## config.mk

```make
export PLATFORM = sky130hd
export DESIGN_NAME = delay_line_ctrl
export DESIGN_NICKNAME = d
export VERILOG_FILES = /design/src/rtl/delay_line_ctrl.sv
export SDC_FILE = /design/constraint.sdc
export NUM_CORES = 1
export LEC_CHECK = 0
export CAP_MARGIN = 20
export CORE_MARGIN = 10
export CORE_UTILIZATION = 40
export DETAILED_ROUTE_END_ITERATION = 10
export GPL_TIMING_DRIVEN = 0
export PLACE_DENSITY = 0.66
export SLEW_MARGIN = 10
export SYNTH_ARGS = -nofsm -noshare
export SYNTH_HDL_FRONTEND = slang
export SYNTH_SLANG_ARGS = --single-unit
```

## constraint.sdc

```tcl
create_clock -name clk -period 1.5 [get_ports clk]
set_input_delay 0.3 -clock clk [delete_from_list [all_inputs] [get_ports clk]]
set_output_delay 0.3 -clock clk [all_outputs]
set_load 0.01 [all_outputs]
```

## src/rtl/delay_line_ctrl.sv

```systemverilog
// Sequencer for a DEPTH-stage zero-flushed delay line: frames samples in, pads DEPTH zeros, qualifies dout0.
// Optional frame statistics (frame_cnt, len_err) are compiled in with `define DLC_FRAME_STAT_EN.
module delay_line_ctrl #(
    parameter int DEPTH   = 31,
    parameter int MAX_LEN = 1024
) (
    input  logic        clk,
    input  logic        rst,
    input  logic        in_valid,
    input  logic        in_last,
    output logic        in_ready,
    input  logic        out_ready,
    output logic        sr_valid,
    output logic        sr_zero,
    output logic        out_valid,
    output logic        out_last,
    output logic        busy
`ifdef DLC_FRAME_STAT_EN
    ,
    output logic [15:0] frame_cnt,
    output logic [0:0]  len_err
`endif
);

    localparam int CNT_W = $clog2(MAX_LEN + DEPTH + 1);

    localparam logic [1:0] IDLE  = 2'd0;
    localparam logic [1:0] RUN   = 2'd1;
    localparam logic [1:0] FLUSH = 2'd2;

    // Handshake: a transfer happens on a rising edge where valid & ready are both high;
    // a shift of the line always consumes the current dout0, so shifting needs out_ready | ~out_valid.
    logic [1:0]       state;
    logic [1:0]       state_nxt;
    logic [CNT_W-1:0] shift_idx;
    logic [CNT_W-1:0] end_idx;
    logic             can_shift;
    logic             in_fire;
    logic             at_max;
    logic             frame_cut;
    logic             at_end;

    assign can_shift = out_ready | ~out_valid;
    assign in_ready  = (state != FLUSH) & can_shift;
    assign in_fire   = in_valid & in_ready;
    assign sr_zero   = (state == FLUSH);
    assign sr_valid  = in_fire | (sr_zero & can_shift);
    assign busy      = (state != IDLE);

    assign at_max    = (shift_idx == CNT_W'(MAX_LEN - 1));
    assign frame_cut = in_fire & (in_last | at_max);
    assign at_end    = sr_zero & (shift_idx == end_idx);

    always_comb begin
        state_nxt = state;
        case (state)
            IDLE, RUN: begin
                if (frame_cut)
                    state_nxt = FLUSH;
                else if (in_fire)
                    state_nxt = RUN;
            end
            FLUSH: begin
                if (sr_valid && at_end)
                    state_nxt = IDLE;
            end
            default: state_nxt = IDLE;
        endcase
    end

    always_ff @(posedge clk or posedge rst) begin
        if (rst) begin
            state     <= IDLE;
            shift_idx <= '0;
            end_idx   <= '0;
            out_valid <= 1'b0;
            out_last  <= 1'b0;
        end else begin
            state <= state_nxt;
            if (sr_valid)
                shift_idx <= at_end ? '0 : shift_idx + CNT_W'(1);
            // end_idx = L + DEPTH - 1 with L = shift_idx + 1 at the cutting sample
            if (frame_cut)
                end_idx <= shift_idx + CNT_W'(DEPTH);
            if (sr_valid) begin
                out_valid <= (shift_idx >= CNT_W'(DEPTH));
                out_last  <= at_end;
            end else if (out_ready) begin
                out_valid <= 1'b0;
                out_last  <= 1'b0;
            end
        end
    end

`ifdef DLC_FRAME_STAT_EN
    always_ff @(posedge clk or posedge rst) begin
        if (rst) begin
            frame_cnt <= '0;
            len_err   <= 1'b0;
        end else begin
            if (out_valid && out_last && out_ready)
                frame_cnt <= frame_cnt + 16'd1;
            if (frame_cut && !in_last)
                len_err <= 1'b1;
        end
    end
`endif

endmodule

```

# After elaboration in Yosys (flattened, before gate mapping)
# Cells that the tools add are included.
# W data, S select, Z words.
classes:
  n_addsub: 2
  bitwise: 9
  reduce_logical: 6
  n_mux: 8
  magnitude_cmp: 1
  eq_ne: 7
op_table:
  columns: ["op", "n"]
  rows:
  - ["$add A11 B1 Y11 const B", 1]
  - ["$add A11 B5 Y11 const B", 1]
  - ["$eq A11 B10 Y1 const B", 1]
  - ["$eq A11 B11 Y1", 1]
  - ["$ge A11 B5 Y1 const B", 1]
  - ["$mux W11", 1]
  - ["$mux W2", 3]
  - ["$and A1 B1 Y1", 5]
  - ["$pmux W2 S2", 1]
  - ["$reduce_bool A2 Y1", 2]
  - ["$mux W1", 3]
  - ["$ne A3 B3 Y1 const B", 1]
  - ["$or A1 B1 Y1", 3]
  - ["$eq A2 B1 Y1 const B", 1]
  - ["$eq A2 B2 Y1 const B", 1]
  - ["$logic_not A2 Y1", 1]
  - ["$ne A2 B1 Y1 const B", 1]
  - ["$ne A2 B2 Y1 const B", 1]
  - ["$reduce_and A2 Y1", 1]
  - ["$reduce_or A2 Y1", 1]
  - ["$logic_and A1 B1 Y1", 1]
  - ["$not A1 Y1", 1]
word_totals:
  output_inout_bits: 6
  word_cells: 38
  input_bits: 5
  ff_bits: 26

# Depth between registers and ports, before layout
# Gate-level depths: netlist of run 1.
depth:
  depth_word: 8
  ltp_mapped: 7
  mapped_depth_nobuf: 7

# Worst setup path after synthesis of run 1
# OpenSTA, ideal clock, no wires.
synth_timing:
  path_type: "register to register"
  start: "register shift_idx[0]"
  end: "register shift_idx[6]"
  setup_slack_ns: -0.142
  path_stages_with_launch: 7
  path_buffers: 0
  setup_time_ns: 0.064
  arrival_time_ns: 1.578
  required_ns: 1.436
  period_less_slack_ns: 1.642
  cell_sequence: "dfrtp_1 > ha_1 > nand4_4 > or2_2 > or3_1 > a21oi_1 > a21o_1"
synth_via:
  elab_chain_len: 3
  elab_cells_between_ends: 4
  cone_classes: "add/sub (1); eq/ne (1); mux (1); bitwise (1)"
synth_lines:
  columns: ["element", "line_no", "text"]
  rows:
  - ["from (decl)", "35", "logic [CNT_W-1:0] shift_idx;"]
  - ["from (signal assigned)", "81", "shift_idx <= at_end ? '0 : shift_idx + CNT_W'(1);"]
  - ["parallel branches: the longest is 2 deep, another holds $add A11 B1 Y11", null, null]
  - ["$mux W11 *", "81", null]
# Mark *: on every way between the ends.
# A chain may end at the register's enable or synchronous reset.

# Worst setup path after layout of run 1
layout_timing:
  start: "register state[0]"
  end: "register shift_idx[3]"
layout_via:
  elab_chain_len: 4
  elab_cells_between_ends: 8
  cone_classes: "eq/ne (2); mux (1); bitwise (5)"
layout_lines:
  columns: ["element", "line_no", "text"]
  rows:
  - ["from (decl)", "33", "logic [1:0] state;"]
  - ["from (signal assigned)", "79", "state <= state_nxt;"]
  - ["$ne A2 B2 Y1", "44", "assign in_ready = (state != FLUSH) & can_shift;"]
  - ["$and A1 B1 Y1", "44", null]
  - ["$and A1 B1 Y1", "45", "assign in_fire = in_valid & in_ready;"]
  - ["$or A1 B1 Y1", "47", "assign sr_valid = in_fire | (sr_zero & can_shift);"]
# Parallel ways exist; a longest one is shown, timed or not.

==> impl_metrics.ini, run 1 <==
[place]
io_buffers = 10
place_worst_setup_slack_ns = -0.723
dp_hpwl_mm = 2.57
globalplace.congestion = 0.910
placed_cells = 227

[floorplanning]
design.core.area_um2 = 3740
initial_utilization = 0.422
die_y_um = 82.9
die_area_um2 = 6870
ios = 11
num_rows = 22
die_w_um = 82.9

[clock_network]
root_buffer = clkbuf_8
h-tree-depth = 1
numClockSinks = 26
clk_transition_reported_paths_ns = 0.09
cts_tree = done
hold_buffers = 0
insertion_delay_ns = 0.27
numCtsBuffers = 3
cts_buffer_depth = 2

[route]
wl_met1_mm = 1.94
wl_met2_mm = 2.35
drt-total-wl_mm = 4.50
vias_per_cell = 5.48
met3_length_um = 106
highest_layer = met4
drcViolationCount = 0
wire_per_inst_um = 17.4
first_pass_iters = 4
drt_iter0_drc = 135
vias = 1415
postRouteAntennaNets = 0

[finish]
layout_commonest_cell = dfrtp_1
drive_above_1_share = 0.471
layout.area.seq_um2 = 653
fin_cells = 258
n_antenna_cell = 0
area_delta_synth_final_pct = 46.3
fill_cells = 286
nNetsFinal = 218
multiInputGateArea_um2 = 1060
final_core_util = 0.618
layout.cells.most_common_list = 24 x dfrtp_1, 23 x buf_4, 15 x buf_6, 11 x nor2_1

[sta]
rsz0062_at_grt = yes
relSlewSlack = 0.651
layout_worst_path_cycle_share = 1.20
hold_viol = 0
setup_viol = 26
finClkSkew_ns = 0.00807
tightest_slew_ns = 0.523
fin_ws_ns = -0.307
hold_ws_ns = 0.334
fmax_mhz = 553
finalMaxSlewViolations = 0
finalCriticalPeriod_ns = 1.81

[synth]
seq_area_frac_synth = 0.411
ys_warn_count = 0
synth_seq_cells = 26
synth_cell_types = 37
synth_cells = 169
syn_area_per_cell_um2 = 9.36
synth_fp_nets = 176
syn_area_um2 = 1580

[setup_path]
endpoint_kind = register
r2r_slack_ns = -0.31
cp-start-kind = register
crit_type = reg2reg
worstPathArrival_ns = 1.98
cp_num_buf_inv = 3
path_cells = and2b_2 > buf_6 > nand4_1 > nor3_4 > buf_6 > buf_6 > o21ai_1 > a22o_1
crit_slowest_cell = dfrtp_1
required_ns = 1.67
crit_fanout = 6
timing.rr.end = shift_idx[3]
rr_startpoint = state[0]
crit_family = simple AND/OR/NAND/NOR gates
max_stage_delay_ns = 0.40
reg2regPathDepth = 8
path_common_cell = buf_6

[pwr]
power_per_cell_area_nw_per_um2 = 1810
vdd_drop_max_v = 0.00103
p_leak_nw = 1.03
total_power_mw = 4.18

[worst_hold_path]
hold_depth = 3
hp-start = out_ready
holdPathEnd = out_last
min_path_type = in2reg

[global_routing]
grt_pass1_vias = 1355
grt_pass1_wl_mm = 6.82
antenna_found_initial = 0
grt_overflow = 0
grt_max_degree = 27
grt_usage = 0.115

[job]
drv_cap = 0

[status]
run_status = finished with violations
violations = setup timing
-- per-stage QoR --
stage	TNS, ns	instance area [um^2]
after CTS	-2.72	2080
final	-4.46	2310
after detailed placement	-10.72	1760
after floorplan	-0.706	1600
after global routing	-5.77	2310
after global placement	-10.06	1760
-- layer usage --
metal | GRT usage | vias up
li1 | - | 658
met1 | 0.138 | 718
met2 | 0.202 | 30
met3 | 0.0156 | 9
met4 | 0.0446 | 0
met5 | 0 | -
-- kinds of logic after synthesis --
kind of cell,Yosys count,share of synthesized area
buffers and inverters,21,0.0862
multiplexers,4,0.0277
flip-flops,26,0.411
adder cells (fa/ha/maj),2,0.0158
XOR/XNOR,18,0.0997
AO/OA/AOI/OAI,34,0.138
AND/OR/NAND/NOR,64,0.222
-- synth_stat cells --
cell      count  area [um^2]
dfrtp_1      26          651
nor2_1       21         78.8
xnor2_1      17          149
a21oi_1      11         55.1
nand2_1      10         37.5
inv_1         8         30.0
o21ai_0       7         35.0
a22o_1        6         52.6
nor3_1        6         30.0
buf_6         5         56.3
buf_2         4         20.0
buf_4         4         30.0
mux2_2        3         33.8
nand2b_1      3         18.8
nand3_1       3         15.0
nand4_1       3         18.8
nor2b_1       3         18.8
nor4_1        3         18.8
or2_2         3         18.8
a21o_1        2         15.0
ha_1          2         25.0
nand4_4       2         42.5
o21ai_1       2         10.0
or3_1         2         12.5
a211o_1       1         8.76
a31oi_1       1         6.26
a41o_1        1         10.0
and2b_1       1         7.51
and3_1        1         6.26
and3b_1       1         8.76
mux2i_1       1         10.0
nand3b_1      1         7.51
nor3_2        1         10.0
o211a_1       1         10.0
o21a_1        1         7.51
o31ai_1       1         7.51
xor2_1        1         8.76
-- how the worst max path moves through the flow --
stage | startpoint | to | slack, ns | cells past startpoint
floorplan | shift_idx[0] | end_idx[4] | -0.08 | 7
global placement | out_ready | sr_valid | -0.72 | 5
detailed placement | out_ready | sr_valid | -0.72 | 5
CTS | state[0] | shift_idx[3] | -0.20 | 8
global route | shift_idx[1] | shift_idx[3] | -0.34 | 8
finish | state[0] | shift_idx[3] | -0.31 | 8
-- report_power, final --
part,leakage (nW),internal (mW),switching [mW]
Sequential,0.299,0.955,0.276
Clock,0.0288,0.235,0.224
Combinational,0.700,1.33,1.16
Total,1.03,2.52,1.66
-- what timing repair did --
item | in CTS | in global routing
gates resized for setup | 52 | 38
gates cloned | 2 | 0
buffers inserted | 15 | 10
setup endpoints to repair | 31 | 29
pin swaps | 8 | 14
-- worst min-delay path: cells and delay by family --
family | cells | cell delay, ns
buf+inv | 1 | 0.10
simple gates | 2 | 0.17
-- cell type report --
class,count,share of cell area
multi-input combinational,122,0.458
sequential,26,0.282
timing repair buffer,38,0.141
buffer,12,0.0557
tap,48,0.0260
clock buffer,4,0.0238
inverter,8,0.0141
-- registers in the layout, indices dropped and copies added (netlist names) --
register	flops
out_last	1
end_idx	11
shift_idx	11
state	2
out_valid	1
Power figures use the tool's default switching activity.
==> inputs of run 2 (changes only) <==
--- a/config.mk
+++ b/config.mk
@@ -10,7 +10,7 @@
 export CORE_UTILIZATION = 40
 export DETAILED_ROUTE_END_ITERATION = 10
 export GPL_TIMING_DRIVEN = 0
-export PLACE_DENSITY = 0.66
+export PLACE_DENSITY = 0.71
 export SLEW_MARGIN = 10
 export SYNTH_ARGS = -nofsm -noshare
 export SYNTH_HDL_FRONTEND = slang
==> impl_metrics.ini, run 2 (synthesis gave the netlist of run 1 again) <==
[route]
first_pass_iters = 4
wl_met1_mm = 1.86
postRouteAntennaNets = 0
wl_met2_mm = 2.09
highest_layer = met4
drt_iter0_drc = 77
wire_per_inst_um = 16.2
vias = 1392
met3_length_um = 168
drcViolationCount = 0
vias_per_cell = 5.35
drt-total-wl_mm = 4.20

[finish]
area_delta_synth_final_pct = 44.2
nNetsFinal = 220
final_core_util = 0.609
layout_commonest_cell = buf_4
layout.cells.most_common_list = 24 x buf_4, 22 x dfrtp_1, 19 x nor2_1, 17 x buf_6, 11 x a21oi_1
fin_cells = 260
n_antenna_cell = 0
top_regs = end_idx: 11 flops, shift_idx: 11 flops, state: 2 flops
drive_above_1_share = 0.410

[clock_network]
clk_transition_reported_paths_ns = 0.10
insertion_delay_ns = 0.28
numCtsBuffers = 3
hold_buffers = 0
numClockSinks = 26
cts_tree = done
root_buffer = clkbuf_8
cts_buffer_depth = 2
h-tree-depth = 1

[sta]
finalMaxSlewViolations = 0
relSlewSlack = 0.680
finClkSkew_ns = 0.00761
tightest_slew_ns = 0.479
finalCriticalPeriod_ns = 1.71
setup_tns_ns = -4.08
layout_worst_path_cycle_share = 1.14
hold_viol = 0
fmax_mhz = 584
fin_ws_ns = -0.213
rsz0062_at_grt = yes
setup_viol = 27

[floorplanning]
die_y_um = 82.9
ios = 11
die_area_um2 = 6870
initial_utilization = 0.422
num_rows = 22
design.core.area_um2 = 3740
die_w_um = 82.9

[job]
drv_cap = 0

[setup_path]
worstPathArrival_ns = 1.89
crit_slowest_cell = dfrtp_1
path_cells = buf_6 > xnor2_2 > nand4_1 > nor3_4 > buf_6 > buf_12 > o21ai_1 > a22o_1
endpoint_kind = register
crit_type = reg2reg
crit_family = simple AND/OR/NAND/NOR gates
required_ns = 1.68
path_common_cell = buf_6
cp.depth = 8
reg2regPathDepth = 8
max_stage_delay_ns = 0.38
crit_fanout = 9
cp-start-kind = register
cp_num_buf_inv = 3

[pwr]
power_per_cell_area_nw_per_um2 = 1780
vdd_drop_max_v = 0.000917
p_leak_nw = 1.07

[place]
dp_hpwl_mm = 2.49
placed_cells = 227
io_buffers = 10
globalplace.congestion = 0.880

[worst_hold_path]
min_path_type = in2async

[status]
run_status = finished with violations
violations = setup timing

[global_routing]
grt_overflow = 0
grt_max_degree = 27
grt_usage = 0.109
grt_pass1_vias = 1328
grt_pass1_wl_mm = 6.41
antenna_found_initial = 0
-- run 2: cell types whose count changed in the layout (fill, tap and decap cells not counted), moves of 3 or more --
cell	change
nor2_2	-6
nor2_1	+8
a21oi_1	+6
nor3_4	-3
a21oi_2	-6
xnor2_2	+3
-- run 2: timing repair --
item                       in CTS  in global routing
resized for setup              43                 25
hold endpoints to repair        0                  0
buffers inserted               15                 16
pin swaps                       9                 11
cloned                          0                  0
setup endpoints to repair      31                 30
-- run 2: per-stage QoR --
stage               area (um^2)  hold slack, ns  setup WS (ns)  power, mW
floorplan                  1600           0.340        -0.0850       2.28
global placement           1760           0.481         -0.721       2.64
detailed placement         1760           0.478         -0.737       2.67
CTS                        2050           0.411         -0.191       3.59
global route               2280           0.376         -0.315       4.29
finish                     2280           0.339         -0.213       4.05
-- run 2: routing by layer --
| metal | global-route usage | vias to the layer above |
|---|---|---|
| met3 | 0.0234 | 10 |
| met4 | 0.0508 | 0 |
| met5 | 0 | - |
| met2 | 0.172 | 41 |
| li1 | - | 664 |
| met1 | 0.138 | 677 |
-- run 2: final timing paths --
path,start,to,slack (ns)
max,shift_idx[4],shift_idx[8],-0.21
min,rst,end_idx[4],0.34
max reg2reg,shift_idx[4],shift_idx[8],-0.21
min reg2reg,out_last,out_last,0.56
max in group asynchronous,rst,shift_idx[1],0.71
min in group clk,out_ready,out_last,0.42
-- run 2: layout make-up --
class | count | area (um^2)
Clock buffer | 3 | 41.3
Fill cell | 328 | 1460
Multi-Input combinational cell | 122 | 952
Tap cell | 48 | 60.1
Sequential cell | 26 | 656
Clock inverter | 1 | 30.0
Inverter | 8 | 32.5
Buffer | 11 | 116
Timing Repair Buffer | 41 | 393
-- run 2: where the power goes --
group	total [mW]	leakage, nW	switching, mW	internal, mW
logic	2.27	0.736	1.01	1.26
registers	1.19	0.296	0.229	0.958
clock network	0.592	0.0357	0.235	0.358
